`src/rtl/mctrl_pkg.sv`:
```
// Shared encodings for the multi-cycle RV32I main control: FSM states, opcode classes,
// ALUOp codes, datapath mux selects and RV32I major opcodes.
// Optional trap support is controlled by MCTRL_TRAP_EN, which adds the TRAP state.
package mctrl_pkg;

  // Main FSM states; TRAP only exists when illegal-opcode trapping is built in
  typedef enum logic [3:0] {
    ST_RESET,
    ST_FETCH,
    ST_DECODE,
    ST_EXEC_R,
    ST_EXEC_I,
    ST_EXEC_LUI,
    ST_MEM_ADDR,
    ST_MEM_RD,
    ST_MEM_WR,
    ST_WB_ALU,
    ST_WB_MEM,
    ST_BRANCH,
    ST_JAL,
    ST_JALR
`ifdef MCTRL_TRAP_EN
    ,
    ST_TRAP
`endif
  } state_t;

  // Instruction classes produced by the opcode decoder
  typedef enum logic [3:0] {
    CLS_R,
    CLS_I,
    CLS_LUI,
    CLS_AUIPC,
    CLS_LOAD,
    CLS_STORE,
    CLS_BRANCH,
    CLS_JAL,
    CLS_JALR,
    CLS_ILLEGAL
  } opclass_t;

  // ALUOp codes handed to the ALU control unit
  localparam logic [1:0] ALUOP_ADD   = 2'b00;
  localparam logic [1:0] ALUOP_SUB   = 2'b01;
  localparam logic [1:0] ALUOP_RTYPE = 2'b10;
  localparam logic [1:0] ALUOP_ITYPE = 2'b11;

  // ALU operand A select
  localparam logic [1:0] SRC_A_PC    = 2'b00;
  localparam logic [1:0] SRC_A_OLDPC = 2'b01;
  localparam logic [1:0] SRC_A_RS1   = 2'b10;
  localparam logic [1:0] SRC_A_ZERO  = 2'b11;

  // ALU operand B select (2'b11 unused)
  localparam logic [1:0] SRC_B_RS2   = 2'b00;
  localparam logic [1:0] SRC_B_IMM   = 2'b01;
  localparam logic [1:0] SRC_B_FOUR  = 2'b10;

  // Register-file writeback source select
  localparam logic [1:0] WB_ALUOUT   = 2'b00;
  localparam logic [1:0] WB_MEMDATA  = 2'b01;
  localparam logic [1:0] WB_PC       = 2'b10;

  // RV32I major opcodes
  localparam logic [6:0] OPC_RTYPE   = 7'b0110011;
  localparam logic [6:0] OPC_ITYPE   = 7'b0010011;
  localparam logic [6:0] OPC_LUI     = 7'b0110111;
  localparam logic [6:0] OPC_AUIPC   = 7'b0010111;
  localparam logic [6:0] OPC_LOAD    = 7'b0000011;
  localparam logic [6:0] OPC_STORE   = 7'b0100011;
  localparam logic [6:0] OPC_BRANCH  = 7'b1100011;
  localparam logic [6:0] OPC_JAL     = 7'b1101111;
  localparam logic [6:0] OPC_JALR    = 7'b1100111;

endpackage

```
`src/rtl/multicycle_main_control_opcode_class_decoder.sv`:
```
// Maps a 7-bit RV32I major opcode to an instruction class; unknown opcodes are ILLEGAL.
// Latency: purely combinational, zero cycles.
// Backpressure: none; output follows the opcode input directly.
module opcode_class_decoder
  import mctrl_pkg::*;
(
  input  logic [6:0] i_opcode,
  output opclass_t   o_class
);

  // Opcode lookup with ILLEGAL as the fall-through class
  always_comb begin
    o_class = CLS_ILLEGAL;
    case (i_opcode)
      OPC_RTYPE:  o_class = CLS_R;
      OPC_ITYPE:  o_class = CLS_I;
      OPC_LUI:    o_class = CLS_LUI;
      OPC_AUIPC:  o_class = CLS_AUIPC;
      OPC_LOAD:   o_class = CLS_LOAD;
      OPC_STORE:  o_class = CLS_STORE;
      OPC_BRANCH: o_class = CLS_BRANCH;
      OPC_JAL:    o_class = CLS_JAL;
      OPC_JALR:   o_class = CLS_JALR;
      default:    o_class = CLS_ILLEGAL;
    endcase
  end

endmodule

```
`src/rtl/multicycle_main_control.sv`:
```
// Main control FSM of the multi-cycle RV32I core: sequences fetch/decode/execute/mem/writeback.
// Latency: 3-5 cycles per instruction with zero memory wait; outputs are combinational from state.
// Backpressure: imem/dmem requests are held as levels until the matching ready; each wait adds one cycle.
// Build option MCTRL_TRAP_EN: illegal opcodes enter an absorbing TRAP state and raise illegal_instr.
module multicycle_main_control
  import mctrl_pkg::*;
(
  input  logic       clk,
  input  logic       rst_n,
  input  logic [6:0] opcode,
  input  logic       imem_ready,
  input  logic       dmem_ready,
  input  logic       branch_taken,
  output logic [1:0] ALUOp,
  output logic [1:0] alu_src_a,
  output logic [1:0] alu_src_b,
  output logic       pc_src,
  output logic       pc_write,
  output logic       ir_write,
  output logic       reg_write,
  output logic [1:0] wb_sel,
  output logic       imem_req,
  output logic       dmem_req,
  output logic       dmem_we,
  output logic       instr_retire
`ifdef MCTRL_TRAP_EN
  ,
  output logic       illegal_instr
`endif
);

  state_t   r_state;
  state_t   w_state_nxt;
  opclass_t w_class;

  opcode_class_decoder u_dec (
    .i_opcode (opcode),
    .o_class  (w_class)
  );

  // State register; reset abandons any in-flight memory request
  always_ff @(posedge clk or negedge rst_n) begin
    if (!rst_n) begin
      r_state <= ST_RESET;
    end else begin
      r_state <= w_state_nxt;
    end
  end

  // Next-state and per-state datapath strobes; everything defaults to 0
  always_comb begin
    w_state_nxt  = r_state;
    ALUOp        = ALUOP_ADD;
    alu_src_a    = SRC_A_PC;
    alu_src_b    = SRC_B_RS2;
    pc_src       = 1'b0;
    pc_write     = 1'b0;
    ir_write     = 1'b0;
    reg_write    = 1'b0;
    wb_sel       = WB_ALUOUT;
    imem_req     = 1'b0;
    dmem_req     = 1'b0;
    dmem_we      = 1'b0;
    instr_retire = 1'b0;
    case (r_state)
      ST_RESET: begin
        w_state_nxt = ST_FETCH;
      end
      ST_FETCH: begin
        // ALU forms PC+4 while the fetch is outstanding
        imem_req  = 1'b1;
        alu_src_a = SRC_A_PC;
        alu_src_b = SRC_B_FOUR;
        ALUOp     = ALUOP_ADD;
        if (imem_ready) begin
          ir_write    = 1'b1;
          pc_write    = 1'b1;
          pc_src      = 1'b0;
          w_state_nxt = ST_DECODE;
        end
      end
      ST_DECODE: begin
        // Branch/JAL target is precomputed into ALUOut here
        alu_src_a = SRC_A_OLDPC;
        alu_src_b = SRC_B_IMM;
        ALUOp     = ALUOP_ADD;
        case (w_class)
          CLS_R:      w_state_nxt = ST_EXEC_R;
          CLS_I:      w_state_nxt = ST_EXEC_I;
          CLS_LUI:    w_state_nxt = ST_EXEC_LUI;
          CLS_AUIPC:  w_state_nxt = ST_WB_ALU;
          CLS_LOAD:   w_state_nxt = ST_MEM_ADDR;
          CLS_STORE:  w_state_nxt = ST_MEM_ADDR;
          CLS_BRANCH: w_state_nxt = ST_BRANCH;
          CLS_JAL:    w_state_nxt = ST_JAL;
          CLS_JALR:   w_state_nxt = ST_JALR;
`ifdef MCTRL_TRAP_EN
          default:    w_state_nxt = ST_TRAP;
`else
          // Unknown opcode retires silently as a NOP
          default:    w_state_nxt = ST_FETCH;
`endif
        endcase
      end
      ST_EXEC_R: begin
        alu_src_a   = SRC_A_RS1;
        alu_src_b   = SRC_B_RS2;
        ALUOp       = ALUOP_RTYPE;
        w_state_nxt = ST_WB_ALU;
      end
      ST_EXEC_I: begin
        alu_src_a   = SRC_A_RS1;
        alu_src_b   = SRC_B_IMM;
        ALUOp       = ALUOP_ITYPE;
        w_state_nxt = ST_WB_ALU;
      end
      ST_EXEC_LUI: begin
        alu_src_a   = SRC_A_ZERO;
        alu_src_b   = SRC_B_IMM;
        ALUOp       = ALUOP_ADD;
        w_state_nxt = ST_WB_ALU;
      end
      ST_MEM_ADDR: begin
        alu_src_a   = SRC_A_RS1;
        alu_src_b   = SRC_B_IMM;
        ALUOp       = ALUOP_ADD;
        w_state_nxt = (w_class == CLS_LOAD) ? ST_MEM_RD : ST_MEM_WR;
      end
      ST_MEM_RD: begin
        dmem_req = 1'b1;
        if (dmem_ready) begin
          w_state_nxt = ST_WB_MEM;
        end
      end
      ST_MEM_WR: begin
        dmem_req = 1'b1;
        dmem_we  = 1'b1;
        if (dmem_ready) begin
          instr_retire = 1'b1;
          w_state_nxt  = ST_FETCH;
        end
      end
      ST_WB_ALU: begin
        reg_write    = 1'b1;
        wb_sel       = WB_ALUOUT;
        instr_retire = 1'b1;
        w_state_nxt  = ST_FETCH;
      end
      ST_WB_MEM: begin
        reg_write    = 1'b1;
        wb_sel       = WB_MEMDATA;
        instr_retire = 1'b1;
        w_state_nxt  = ST_FETCH;
      end
      ST_BRANCH: begin
        // Comparison runs on the ALU; target already sits in ALUOut
        alu_src_a    = SRC_A_RS1;
        alu_src_b    = SRC_B_RS2;
        ALUOp        = ALUOP_SUB;
        pc_src       = 1'b1;
        pc_write     = branch_taken;
        instr_retire = 1'b1;
        w_state_nxt  = ST_FETCH;
      end
      ST_JAL: begin
        pc_write     = 1'b1;
        pc_src       = 1'b1;
        reg_write    = 1'b1;
        wb_sel       = WB_PC;
        instr_retire = 1'b1;
        w_state_nxt  = ST_FETCH;
      end
      ST_JALR: begin
        // Target goes straight from the ALU; bit 0 is cleared in the datapath
        alu_src_a    = SRC_A_RS1;
        alu_src_b    = SRC_B_IMM;
        ALUOp        = ALUOP_ADD;
        pc_src       = 1'b0;
        pc_write     = 1'b1;
        reg_write    = 1'b1;
        wb_sel       = WB_PC;
        instr_retire = 1'b1;
        w_state_nxt  = ST_FETCH;
      end
`ifdef MCTRL_TRAP_EN
      ST_TRAP: begin
        w_state_nxt = ST_TRAP;
      end
`endif
      default: begin
        w_state_nxt = ST_RESET;
      end
    endcase
  end

`ifdef MCTRL_TRAP_EN
  // TRAP is absorbing, so decoding the state is already sticky until reset
  assign illegal_instr = (r_state == ST_TRAP);
`endif

endmodule

```
`config.mk`:
```
export PLATFORM = sky130hd
export DESIGN_NAME = multicycle_main_control
export DESIGN_NICKNAME = d
export VERILOG_FILES = /design/src/rtl/mctrl_pkg.sv /design/src/rtl/multicycle_main_control_opcode_class_decoder.sv /design/src/rtl/multicycle_main_control.sv
export SDC_FILE = /design/constraint.sdc
export NUM_CORES = 1
export LEC_CHECK = 0
export ABC_AREA = 1
export CAP_MARGIN = 10
export CELL_PAD_IN_SITES_DETAIL_PLACEMENT = 0
export CELL_PAD_IN_SITES_GLOBAL_PLACEMENT = 1
export CORE_ASPECT_RATIO = 1.1
export CORE_MARGIN = 2
export CORE_UTILIZATION = 31
export CTS_BUF_LIST = sky130_fd_sc_hd__clkbuf_4 sky130_fd_sc_hd__clkbuf_8
export DETAILED_ROUTE_END_ITERATION = 7
export PLACE_DENSITY = 0.88
export SLEW_MARGIN = 20
export SYNTH_ARGS = -nofsm -noshare
export SYNTH_HDL_FRONTEND = slang
export SYNTH_SLANG_ARGS = --single-unit
```
`constraint.sdc`:
```
create_clock -name clk -period 1.6 [get_ports clk]
set_input_delay 0.4 -clock clk [delete_from_list [all_inputs] [get_ports clk]]
set_output_delay 0.4 -clock clk [all_outputs]
set_load 0.03 [all_outputs]
```
Yosys cells after proc, flatten, opt, wreduce, memory -nomap -nowiden
Memory sizes are Yosys's and may differ from the RTL's.
Index checks and enable logic that the tools add are counted.
Cells by class
  equality and inequality tests: 26
  muxes and demuxes: 20
  reductions and logical operators: 11
Operator list (count)
  $pmux W4 S9: 1
  $pmux W4 S7: 1
  $eq A4 B4 Y1 const B: 6
  $eq A7 B6 Y1 const B: 3
  $eq A7 B7 Y1 const B: 3
  $eq A4 B3 Y1 const B: 5
  $mux W4: 4
  $reduce_or A5 Y1: 3
  $eq A7 B5 Y1 const B: 2
  $pmux W2 S3: 2
  $eq A4 B2 Y1 const B: 2
  $mux W1: 8
  $pmux W2 S2: 2
  $eq A7 B2 Y1 const B: 1
  $ne A2 B2 Y1 const B: 3
  $reduce_or A2 Y1: 3
  $reduce_or A6 Y1: 1
  $eq A4 B1 Y1 const B: 1
  $logic_not A4 Y1: 1
  $reduce_or A4 Y1: 1
  $pmux W1 S3: 1
  $reduce_and A3 Y1: 1
  $reduce_or A3 Y1: 1
  $pmux W1 S2: 1
Storage, ports and cells
  register bits after elaboration: 4
  ROM bits: 64
  input bits: 12
  output and inout port bits: 16
  word-level logic and storage cells: 59
  memories kept: 1
Memories
  (no name shown): words 16, width 4, rd ports 1, clocked after Yosys merged registers in 0, write ports 0, line multicycle_main_control.sv:87  | case (w_class)

Logic depth before layout (Yosys ltp)
  depth in word-level cells: 5
  mapped depth: 17
  depth with buffers taken out: 17

Modules after synthesis
A second synthesis with hierarchy kept.
Unflattened totals
  cell total of the unflattened synthesis: 145
  area total of the unflattened synthesis: 779.5 um^2
By module, submodules not included
  multicycle_main_control: times used 1, cells an instance 110, area an instance 609.3 um^2, seq. area each 100.1 um^2
  opcode_class_decoder: times used 1, cells an instance 35, area an instance 170.2 um^2, seq. area each 0.0 um^2

Least setup slack after synthesis
Ideal clock, no wire load.
  path kind: register to output
  start: register r_state[3]
  end: output pc_write
  arrival time: 1.840 ns
  data required time: 1.200 ns
  path slack: -0.640 ns
  cell stages (with the launch flop): 7
  path buffers: 0
  cell sequence: dfrtp_1 nor2_2 inv_2 nor2_2 inv_1 nor2_1 a211o_1
On the way
  longest elaborated chain between the ends: 3
  elaborated cells between the ends (all ways): 6
  those cells by class: 4 x eq/ne; 1 x mux; 1 x reduce/logical
Ends and longest elaborated chain
  start, declared: line multicycle_main_control.sv:32  | state_t r_state;
  start signal, assigned: line multicycle_main_control.sv:46  | r_state <= w_state_nxt;
  $eq A4 B4 Y1: line multicycle_main_control.sv:65  | case (r_state)
  $reduce_or A2 Y1 (no source line)
  $pmux W1 S3 *: line multicycle_main_control.sv:65
  end, declared: line multicycle_main_control.sv:18  | output logic pc_write,
Every way passes the cells marked *; elsewhere a longest branch is shown, timed or not.

Final worst setup path
  start: register r_state[1]
  end: output reg_write
On the way
  longest elaborated chain between the ends: 3
  elaborated cells between the ends (all ways): 6
  those cells by class: 4 x eq/ne; 1 x mux; 1 x reduce/logical
Ends and longest elaborated chain
  $eq A4 B4 Y1: line multicycle_main_control.sv:65
  $reduce_or A4 Y1 (no source line) *
  $mux W1 *: line multicycle_main_control.sv:65
  end, declared: line multicycle_main_control.sv:20  | output logic reg_write,
Marks and branches as above.

==> results.cfg <==
[power]
p_int_mw = 1.10
p_leak_nw = 0.967
finalPower_mw = 2.18
p_per_area_mw_per_mm2 = 1120
p_sw_mw = 1.08
clockPowerShare_pct = 5.9
pwr-share-comb_pct = 85.6
p_seq_share_pct = 8.5
p_sw_share_pct = 49.7
irDropWorstVdd_uv = 980

[synth]
syn_inst = 142
synth.avg_cell_area_um2 = 5.77
syn_area_um2 = 820
yosys_warnings = 0
async_flop_share_pct = 100
synthTopCellsByCount = 39 x nand2_1, 21 x inv_1, 21 x nor2_1
ys_ff_latch = 4
yosysTopAreaCellShare_pct = 17.9
synth_cell_types = 28
synthesis.nets = 159
synth_area_leader_cell = nand2_1
yosysMostFrequentCell = nand2_1
synth_ff_type = dfrtp_1
ys_seq_area_share_pct = 12.2
synth_edf_count = 0
synth_area_leaders = nand2_1 18%, dfrtp_1 12%, inv_1 9.6%, nor2_1 9.6%, ha_1 7.6%

[timing]
rsz0062_at_grt = true
slew_headroom_pct = 83.4
slew_violations = 0
min_period_ns = 1.84
finalHoldViolations = 0
tightest_slew_ns = 0.248
fmax_mhz = 544
timing.final.crit_share_pct = 115
setup_viol = 20
worst_slack_ns = -0.240
clock_skew_ns = 0.00780

[drt]
drt-initial-drc-count = 21
avgViaCountPerCell = 4.81
wl_per_cell_um = 13.3
first_pass_iters = 4
drc = 0
drt_wl_total_um = 3370
final_antenna_net_count = 0
dr_total_vias = 1216

[critical_path]
r2r_setup_slack_ns = -0.01
critPathKind = flip-flop to output port
worstPathArrival_ns = 1.44
endpoint_kind = output port
critPathLaunchType = flip-flop
critPathRequiredTime_ns = 1.20
path_max_fanout = 4

[grt]
antenna_found_initial = 0
grt_max_degree = 6
grt.overflow.total = 0
first_global_vias = 1241
grt_pass1_wl_um = 5030
track_usage_pct = 21.5

[floorplanning]
die_area_mm2 = 0.00307
floorplan.core_area_mm2 = 0.00250
std_cell_rows = 19
start_util_pct = 32.8
die_h_um = 57.9
die_x_um = 53.0
io_pins = 28

[cells_and_area]
largest_reg_flops = 4
nFillCells = 177
drive_gt1_share_pct = 71.6
final_nets = 241
reg.largest.list = r_state: 4 flops
area_growth_pct = 138
top_register = r_state
num_antenna_cells = 0
finalNonFillerCells = 253
regArea_um2 = 101
final_cell_area_mm2 = 0.00195
multi_input_area_um2 = 927

[cts]
root_buffer = clkbuf_4
numCtsBuffers = 3
cts_tree = built
clk_path_buf_depth = 2
clock-sinks = 4
htreeDepth = 1
clk_pin_slew_worst_paths_ns = 0.04
clkLatencyLatePin_ns = 0.24

[placement]
gp_congestion = 0.811
numPortBuffers = 27
place_hpwl_um = 2200
dp.cells = 231
pre_cts_slack_ns = -0.877
dpl_cell_area_mm2 = 0.00148

[run]
drv_cap = 0

[min_path]
min_path_type = input pin to async pin

[status]
violations = setup timing
status = finished, violations left
-- stage by stage --
stage	utilization, %	hold slack (ns)	TNS (ns)
after detailed placement	59.3	0.618	-3.99
after floorplan	-	0.104	-0.798
after global placement	59.3	0.609	-3.77
after global routing	78.1	0.372	-3.56
after CTS	72.1	0.367	-2.47
final	78.1	0.360	-2.42
-- path summary, 6_finish.rpt --
path,endpoint,from,depth (start not counted)
worst max register to register,r_state[0]$_DFFE_PN0P_,r_state[3]$_DFFE_PN0P_,11
worst min register to register,r_state[1]$_DFFE_PN0P_,r_state[0]$_DFFE_PN0P_,5
max in group asynchronous,r_state[1]$_DFFE_PN0P_,rst_n,1
worst max-delay path,reg_write,r_state[1]$_DFFE_PN0P_,5
min in group clk,r_state[3]$_DFFE_PN0P_,dmem_ready,4
worst min-delay path,r_state[3]$_DFFE_PN0P_,rst_n,1
-- area by class of cell --
| cell class | count | share of cell area [%] |
|---|---|---|
| sequential | 4 | 5.20 |
| timing repair buffer | 77 | 36.8 |
| inverter | 28 | 7.38 |
| multi-input combinational | 110 | 47.5 |
| tap | 31 | 1.99 |
| clock buffer | 3 | 1.15 |
-- worst max-delay path: stages (launching register included) --
cell and delay, ns:
dfrtp_2 0.44, nand2_2 0.12, buf_4 0.14, inv_1 0.08, o31ai_4 0.26, buf_6 0.17
-- layer usage --
layer / routed length (µm) / up-vias / track usage (%)
met5: 0 / - / 0
met4: 42 / 0 / 6.96
met3: 157 / 6 / 3.09
met2: 1990 / 43 / 44.5
met1: 1180 / 555 / 20.7
li1: - / 612 / -
-- power groups by stage --
stage	registers (mW)	clock network, mW	logic, mW
3_3_place_gp	0.171	0	1.31
3_5_place_dp	0.172	0	1.33
2_1_floorplan	0.172	0	0.738
4_1_cts	0.172	0.128	1.66
5_1_grt	0.188	0.143	1.98
6_report	0.186	0.128	1.87
-- cell usage in the layout (no fill, tap or decap), types with 2 or more instances in the layout --
cell	instances
clkbuf_4	3
buf_12	2
ha_4	4
inv_4	5
nand3_2	6
buf_2	2
nand3_1	2
clkdlybuf4s50_1	4
nor2_4	16
buf_4	40
nand4_1	3
nor2_2	7
inv_2	12
buf_6	29
nand2_1	28
inv_6	2
nand2_4	7
nor2_1	4
nand2_2	9
dfrtp_1	3
inv_1	8
o21ai_0	2
o21ai_2	3
-- cells by family after synthesis --
| kind of cell | synth area share (%) |
|---|---|
| DFF | 12.2 |
| adders and majority gates | 7.63 |
| buffers and inverters | 12.8 |
| and+or+nand+nor | 51.1 |
| AOI/OAI and AO/OA | 16.2 |
-- what timing repair did --
item	4_1_cts	5_1_grt
endpoints found under the setup margin	20	20
resized for setup	98	37
setup buffers	16	5
pin swaps	26	23
hold buffers	0	0
endpoints found under the hold margin	0	0
(Power assumes the default switching activity.)
